### config.mk
export PLATFORM = sky130hd
export DESIGN_NAME = settle_timer
export DESIGN_NICKNAME = d
export VERILOG_FILES = /design/src/rtl/minterm_sweep_checker_settle_timer.sv
export SDC_FILE = /design/constraint.sdc
export NUM_CORES = 1
export LEC_CHECK = 0
export CAP_MARGIN = 20
export CORE_AREA = 2 2 39 41
export DETAILED_ROUTE_END_ITERATION = 12
export DIE_AREA = 0 0 41 43
export DONT_BUFFER_PORTS = 1
export REMOVE_ABC_BUFFERS = 1
export SYNTH_ARGS = -nofsm -noshare
export SYNTH_HDL_FRONTEND = slang
export SYNTH_SLANG_ARGS = --single-unit
### constraint.sdc
create_clock -name clk -period 1.6 [get_ports clk]
set_input_delay 0.32 -clock clk [delete_from_list [all_inputs] [get_ports clk]]
set_output_delay 0.32 -clock clk [all_outputs]
set_load 0.02 [all_outputs]
### src/rtl/minterm_sweep_checker_settle_timer.sv
// Loadable down-counter; expire is high while the count sits at zero.
module settle_timer #(
  parameter int unsigned W = 4
) (
  input  logic         clk,
  input  logic         rst_n,
  input  logic         load,
  input  logic         en,
  input  logic [W-1:0] load_val,
  output logic         expire
);

  logic [W-1:0] count;

  always_ff @(posedge clk or negedge rst_n) begin
    if (!rst_n)                  count <= '0;
    else if (load)               count <= load_val;
    else if (en && count != '0)  count <= count - 1'b1;
  end

  assign expire = (count == '0);

endmodule

# Yosys cells after proc, flatten, opt, wreduce, memory -nomap -nowiden
# Cells that the tools add are included.
dict set report op_classes {
  addsub 1
  muxes 2
  reduce_logical 4
}
# operator n
set op_table {}
lappend op_table {{2-to-1 mux 4 bit} 2}
lappend op_table {{logical NOT 4 bit} 1}
lappend op_table {{nonzero test 4 bit} 1}
lappend op_table {{subtractor 4 x 1 -> 4 bit (second input constant)} 1}
lappend op_table {{nonzero test 2 bit} 1}
lappend op_table {{logical AND 1 bit} 1}
dict set report word_totals {
  register_bits 4
  in_bits 8
  out_inout_bits 1
  elab_cells 8
}

# Longest topological paths before layout
# Gate-level depths: netlist of the first run.
dict set report depth {
  depth_word 4
  mapped_depth 5
  mapped_depth_nobuf 5
}

# Worst setup path before layout of the first run
# Ideal clock, no wire load.
dict set report synth_path {
  path_type {register -> register}
  from {reg count[0]}
  to {reg count[0]}
  setup_ps 124
  arrival_time_ps 1376
  required_ps 1476
  path_slack_ps 100
  stages_incl_launch_ff 6
  n_path_buf 0
  period_less_slack_ps 1500
  path_cell_list {dfrtp_1 > inv_1 > ha_1 > nor3b_2 > nor3_1 > o31a_1}
}
dict set report synth_between {
  elab_chain_len 3
  word_cells_on_any_way 6
  cone_classes {add/sub: 1; mux: 2; reduce/logical: 3}
}
# element line_no
set synth_lines {}
lappend synth_lines {{start: declaration} 13} ;# logic [W-1:0] count;
lappend synth_lines {{start signal: assignment} 17} ;# else if (load) count <= load_val;
lappend synth_lines {{start signal: assignment} 18} ;# else if (en && count != '0) count <= count - 1'b1;
lappend synth_lines {{subtractor 4 x 1 -> 4 bit / nonzero test 4 bit (equally long branches)} 18}
lappend synth_lines {{2-to-1 mux 4 bit / logical AND 1 bit (equally long branches)} 18}
lappend synth_lines {{2-to-1 mux 4 bit / nonzero test 2 bit (equally long branches)} --}
# Several ways; a longest one is shown, not always the timed one. The select of a mux whose other input is x is not followed.
# A chain may end at the register's enable or synchronous reset.

# Worst setup path after layout of the first run
dict set report layout_path {
  from {reg count[1]}
  to {out expire}
}
dict set report layout_between {
  elab_chain_len 1
}
# element line_no
set layout_lines {}
lappend layout_lines {{logical NOT 4 bit} 21} ;# assign expire = (count == '0);
lappend layout_lines {{end: declaration} 10} ;# output logic expire
# Every way passes these cells.

==> impl_metrics.json, run 1 <==
{
  "outcome": "completed",
  "nNetsFinal": 45,
  "ys_seq_elements": 4,
  "skew_ns": 0.00303,
  "drt_iter0_drc": 3,
  "timing.fmax_mhz": 640,
  "syn_area_per_cell_sq_um": 10.0,
  "synthMuxAreaShare": 0,
  "clk_path_buf_depth": 2,
  "setup_violations": 0,
  "die_w_um": 41,
  "synth_xor_area_frac": 0,
  "slowest_stage": "dfrtp_1",
  "viasPerCell": 4.44,
  "die-area_sq_mm": 0.00176,
  "power_per_cell_area_mw_per_mm2": 930,
  "syn_area_sq_um": 270,
  "initial_core_util": 0.195,
  "synth_fa_ha_area_frac": 0.0463,
  "crit_path_end_kind": "primary output",
  "slowest_delay_ns": 0.39,
  "core_area_sq_mm": 0.00138,
  "clock_latency_ns": 0.23,
  "ys_types": 18,
  "synth-seq-area-share": 0.370,
  "cts_buffers": 3,
  "hold_path.class": "in -> reg",
  "place_area_sq_um": 287,
  "worst_slew_pin_slew_ns": 0.265,
  "netlist_instances": 27,
  "row_count": 14,
  "ir_worst_vdd_mv": 0.269,
  "die_h_um": 43,
  "top_register": "count",
  "wl_per_cell_um": 11.3,
  "crit_chain": "inv_1 > ha_2 > nor3b_4 > buf_6",
  "stdcell_area_sq_um": 354,
  "timing.final.crit_share": 0.977,
  "ant_nets": 0,
  "largest_reg_flops": 4,
  "cts_tree": "built",
  "synth_warnings": 0,
  "dr.pass1.iters": 2,
  "vias": 222,
  "critical_path.max_fanout": 3,
  "crit_required_ns": 1.28,
  "synth-compound-area-share": 0.199,
  "root_buffer": "clkbuf_4",
  "slew-limit-headroom": 0.823,
  "drc": 0,
  "p_leak_nw": 0.154,
  "path_clk_slew_ns": 0.04,
  "maxCapViolations": 0,
  "finalWirelength_um": 564,
  "synth_top_family_by_area": "simple AND/OR/NAND/NOR gates",
  "syn_to_final_growth_pct": 31.0,
  "grt_pass1_wl_um": 910,
  "synthSimpleGateAreaFrac": 0.301,
  "clock-sinks": 4,
  "cts_max_level": 1,
  "grt_max_degree": 11,
  "slew_viol_final": 0,
  "hold_violations": 0,
  "grt_pass1_vias": 228,
  "critPathKind": "reg -> out",
  "grt_use_total": 0.0806,
  "fin_crit_ns": 1.56,
  "final_util": 0.256,
  "drive_above_1_share": 0.324,
  "gp_congestion": 0.651,
  "hold_ws_ns": 0.199,
  "grt_overflow": 0,
  "worstPathArrival_ns": 1.24,
  "reg_top3": "count (4)",
  "start_kind": "flip-flop",
  "io_pins": 9,
  "io_buffers": 0,
  "antenna_found_initial": 0,
  "total_power_mw": 0.329,
  "rsz0062_at_grt": "true",
  "totalNegativeSetupSlack_ns": 0,
  "diodes": 0
}
## logic make-up after synthesis
| logic type | after synthesis |
|---|---|
| AND/OR/NAND/NOR | 11 |
| AO/OA/AOI/OAI | 7 |
| buffers and inverters | 4 |
| flip-flops | 4 |
| adder cells (fa/ha/maj) | 1 |
## metal layers
| metal | global-route usage | part of all wire | wire length (um) | up-vias |
|---|---|---|---|---|
| met2 | 0.119 | 0.61 | 342 | 3 |
| met5 | 0 | 0 | 0 | - |
| met1 | 0.0847 | 0.35 | 195 | 106 |
| met4 | 0.0600 | 0 | 0 | 0 |
| li1 | - | - | - | 113 |
| met3 | 0.0366 | 0.046 | 26 | 0 |
## cell usage in the layout (no fill, tap or decap), drive strengths merged
master | synthesis | layout
inv | 3 | 3
nor3b | 2 | 2
dlygate4sd3 | 0 | 1
or2b | 1 | 1
clkbuf | 0 | 3
o211ai | 1 | 1
ha | 1 | 1
o31a | 1 | 1
nand2 | 3 | 3
a21oi | 1 | 1
o21a | 1 | 1
nor3 | 2 | 2
and4b | 1 | 1
or4 | 1 | 1
buf | 1 | 4
dfrtp | 4 | 4
a221o | 1 | 1
nor4b | 1 | 1
o21ai | 2 | 2
## repair_timing
action / in CTS / in global routing
hold endpoints to repair: 4 / 0
hold buffers: 1 / 0
gates resized for setup: 3 / 0
buffers inserted: 2 / 1
setup endpoints to repair: 1 / 1
pin swaps: 0 / 1
## layout make-up
| cell class | count | area (sq um) |
|---|---|---|
| fill | 160 | 1030 |
| timing repair buffer | 5 | 43.8 |
| multi-input combinational | 19 | 156 |
| sequential | 4 | 100 |
| clock buffer | 3 | 22.5 |
| tap | 16 | 20.0 |
| inverter | 3 | 11.3 |
## per-stage QoR
step                setup slack [ns]  instances
floorplan                      0.100         26
CTS                          0.00947         49
global route                 -0.0107         50
finish                        0.0371         50
global placement               0.120         43
detailed placement            0.0911         43
## power by group
group,switching [mW],internal [mW],leakage (nW)
sequential,0.0134,0.114,0.0480
clock,0.0389,0.0837,0.0138
combinational,0.0328,0.0464,0.0922
total,0.0851,0.244,0.154
## Yosys cell counts
cell      instances  area share
a221o_1           1       0.037
o211ai_2          1       0.046
buf_6             1       0.042
nor3_1            2       0.037
ha_1              1       0.046
o21ai_0           2       0.037
a21oi_1           1       0.019
o31a_1            1       0.032
inv_1             3       0.042
or2b_1            1       0.028
o21a_1            1       0.028
nor4b_2           1       0.056
or4_1             1       0.028
dfrtp_1           4        0.37
nand2_1           3       0.042
nor3b_1           1       0.028
nor3b_2           1       0.046
and4b_1           1       0.037
## critical path: cells and delay by family, from the launching register on
kind                       cells  cell delay (ns)
and+or+nand+nor                1             0.22
buffers and inverters          2             0.22
adders and majority gates      1             0.19
DFF                            1             0.39
## path summary, 6_finish.rpt
| check | slack (ns) | cells after the start | from | to |
|---|---|---|---|---|
| worst max-delay path | 0.04 | 4 | count[1]$_DFFE_PN0P_ | expire |
| max in group asynchronous | 1.07 | 1 | rst_n | count[1]$_DFFE_PN0P_ |
| worst max register to register | 0.11 | 6 | count[1]$_DFFE_PN0P_ | count[1]$_DFFE_PN0P_ |
| worst min register to register | 0.63 | 2 | count[1]$_DFFE_PN0P_ | count[1]$_DFFE_PN0P_ |
| worst min-delay path | 0.20 | 1 | load | count[2]$_DFFE_PN0P_ |
| min in group asynchronous | 0.36 | 1 | rst_n | count[2]$_DFFE_PN0P_ |
(Power assumes the default switching activity.)
==> run 2: changes to the inputs <==
GPL_TIMING_DRIVEN = 0   (was default)
==> run 2 against run 1 <==
Net effect: via count grew 2.3%; utilization shrank 1.2 points; register-to-register slack gained 0.07 ns; critical path type unchanged; largest cell class unchanged.
==> impl_metrics.json, run 2 (synthesis results as in run 1) <==
{
  "crit_required_ns": 1.28,
  "multi_input_area_sq_um": 166,
  "power_per_cell_area_mw_per_mm2": 974,
  "die-area_sq_mm": 0.00176,
  "regArea_sq_um": 100,
  "setup_violations": 0,
  "grt_pass1_vias": 246,
  "hold_ws_ns": 0.192,
  "finalWirelength_um": 572,
  "viasPerCell": 4.83,
  "clock-sinks": 4,
  "largest_reg_flops": 4,
  "timing.fmax_mhz": 655,
  "critPathKind": "reg -> out",
  "io_buffers": 0,
  "ant_nets": 0,
  "final_common_cell": "dfrtp_1",
  "row_count": 14,
  "nNetsFinal": 42,
  "antenna_found_initial": 0,
  "clock_latency_ns": 0.24,
  "crit_path_end_kind": "primary output",
  "num-fill-cells": 157,
  "critical_path.max_fanout": 5,
  "gp_congestion": 0.680,
  "skew_ns": 0.00348,
  "cts_tree": "built",
  "drc": 0,
  "core_area_sq_mm": 0.00138,
  "cts_buffers": 3,
  "top_register": "count",
  "cts_max_level": 1,
  "grt_pass1_wl_mm": 1.04,
  "outcome": "completed",
  "maxCapViolations": 0,
  "vias": 227,
  "die_w_um": 41,
  "worstPathArrival_ns": 1.21,
  "worst_slew_pin_slew_ns": 0.377,
  "reg_top3": "count (4)",
  "total_power_mw": 0.329,
  "dr.pass1.iters": 4,
  "wl_per_cell_um": 12.2,
  "slew_viol_final": 0,
  "slew-limit-headroom": 0.748,
  "drt_iter0_drc": 1,
  "p_leak_nw": 0.137,
  "grt_max_degree": 11,
  "die_h_um": 43,
  "clk_path_buf_depth": 2,
  "hold_violations": 0,
  "timing.final.crit_share": 0.954,
  "path_clk_slew_ns": 0.04,
  "grt_overflow": 0,
  "start_kind": "flip-flop",
  "root_buffer": "clkbuf_4",
  "rsz0062_at_grt": "false",
  "grt_use_total": 0.0926,
  "syn_to_final_growth_pct": 25.0,
  "hold_path.class": "in -> reg",
  "layout.cells.most_common_list": "4 x dfrtp_1, 3 x nand2_1, 3 x clkbuf_4",
  "ir_worst_vdd_mv": 0.307,
  "initial_core_util": 0.195,
  "io_pins": 9,
  "diodes": 0,
  "fin_crit_ns": 1.53,
  "drive_above_1_share": 0.323
}
run 2: cell count changes in the layout (fill, tap and decap cells not counted):
cell   delta
buf_6     -1
ha_2      -1
buf_4     -2
ha_4      +1
inv_1     -2
inv_2     +2
run 2: power by group:
group	leakage, nW	internal (mW)	total, mW	switching, mW
clock	0.0138	0.0840	0.127	0.0431
sequential	0.0480	0.114	0.129	0.0144
combinational	0.0753	0.0402	0.0734	0.0332
run 2: repair_timing:
item	CTS	global route
hold buffers	1	0
setup buffers	1	0
setup endpoints to repair	3	1
gates resized for setup	2	3
hold endpoints to repair	4	0
run 2: worst max-delay path, stage by stage (launching register included):
cell and delay (ns):
dfrtp_1 0.39, inv_2 0.07, ha_4 0.14, nor3b_4 0.36
run 2: layout make-up:
type                       instances  share of cell area
multi-input combinational         19               0.493
sequential                         4               0.296
clock buffer                       3              0.0667
tap                               16              0.0593
timing repair buffer               2              0.0519
inverter                           3              0.0333
run 2: layer usage:
| metal | global-route usage | vias up | part of all wire |
|---|---|---|---|
| met2 | 0.150 | 7 | 0.58 |
| met5 | 0 | - | 0 |
| met3 | 0.0366 | 2 | 0.066 |
| met1 | 0.0812 | 110 | 0.33 |
| met4 | 0.0800 | 0 | 0.023 |
| li1 | - | 108 | - |
run 2: per-stage QoR:
step | utilization | area (sq um) | setup TNS (ns) | worst slack, ns | std cells
after CTS | 0.237 | 328 | 0 | 0.000120 | 47
after detailed placement | 0.202 | 279 | -0.0569 | -0.0493 | 42
after floorplan | - | 259 | 0 | 0.100 | 26
after global routing | 0.244 | 338 | 0 | 0.0184 | 47
after global placement | 0.202 | 279 | -0.0272 | -0.0272 | 42
final | 0.244 | 338 | 0 | 0.0737 | 47
run 2: final timing paths:
| path | start | to | slack [ns] | cells past startpoint |
|---|---|---|---|---|
| setup / recovery | count[1]$_DFFE_PN0P_ | expire | 0.07 | 3 |
| hold / removal | load | count[2]$_DFFE_PN0P_ | 0.19 | 1 |
| min in group asynchronous | rst_n | count[3]$_DFFE_PN0P_ | 0.35 | 1 |
| hold reg to reg | count[1]$_DFFE_PN0P_ | count[1]$_DFFE_PN0P_ | 0.63 | 2 |
| setup reg to reg | count[1]$_DFFE_PN0P_ | count[0]$_DFFE_PN0P_ | 0.18 | 5 |
| max in group asynchronous | rst_n | count[1]$_DFFE_PN0P_ | 1.08 | 1 |
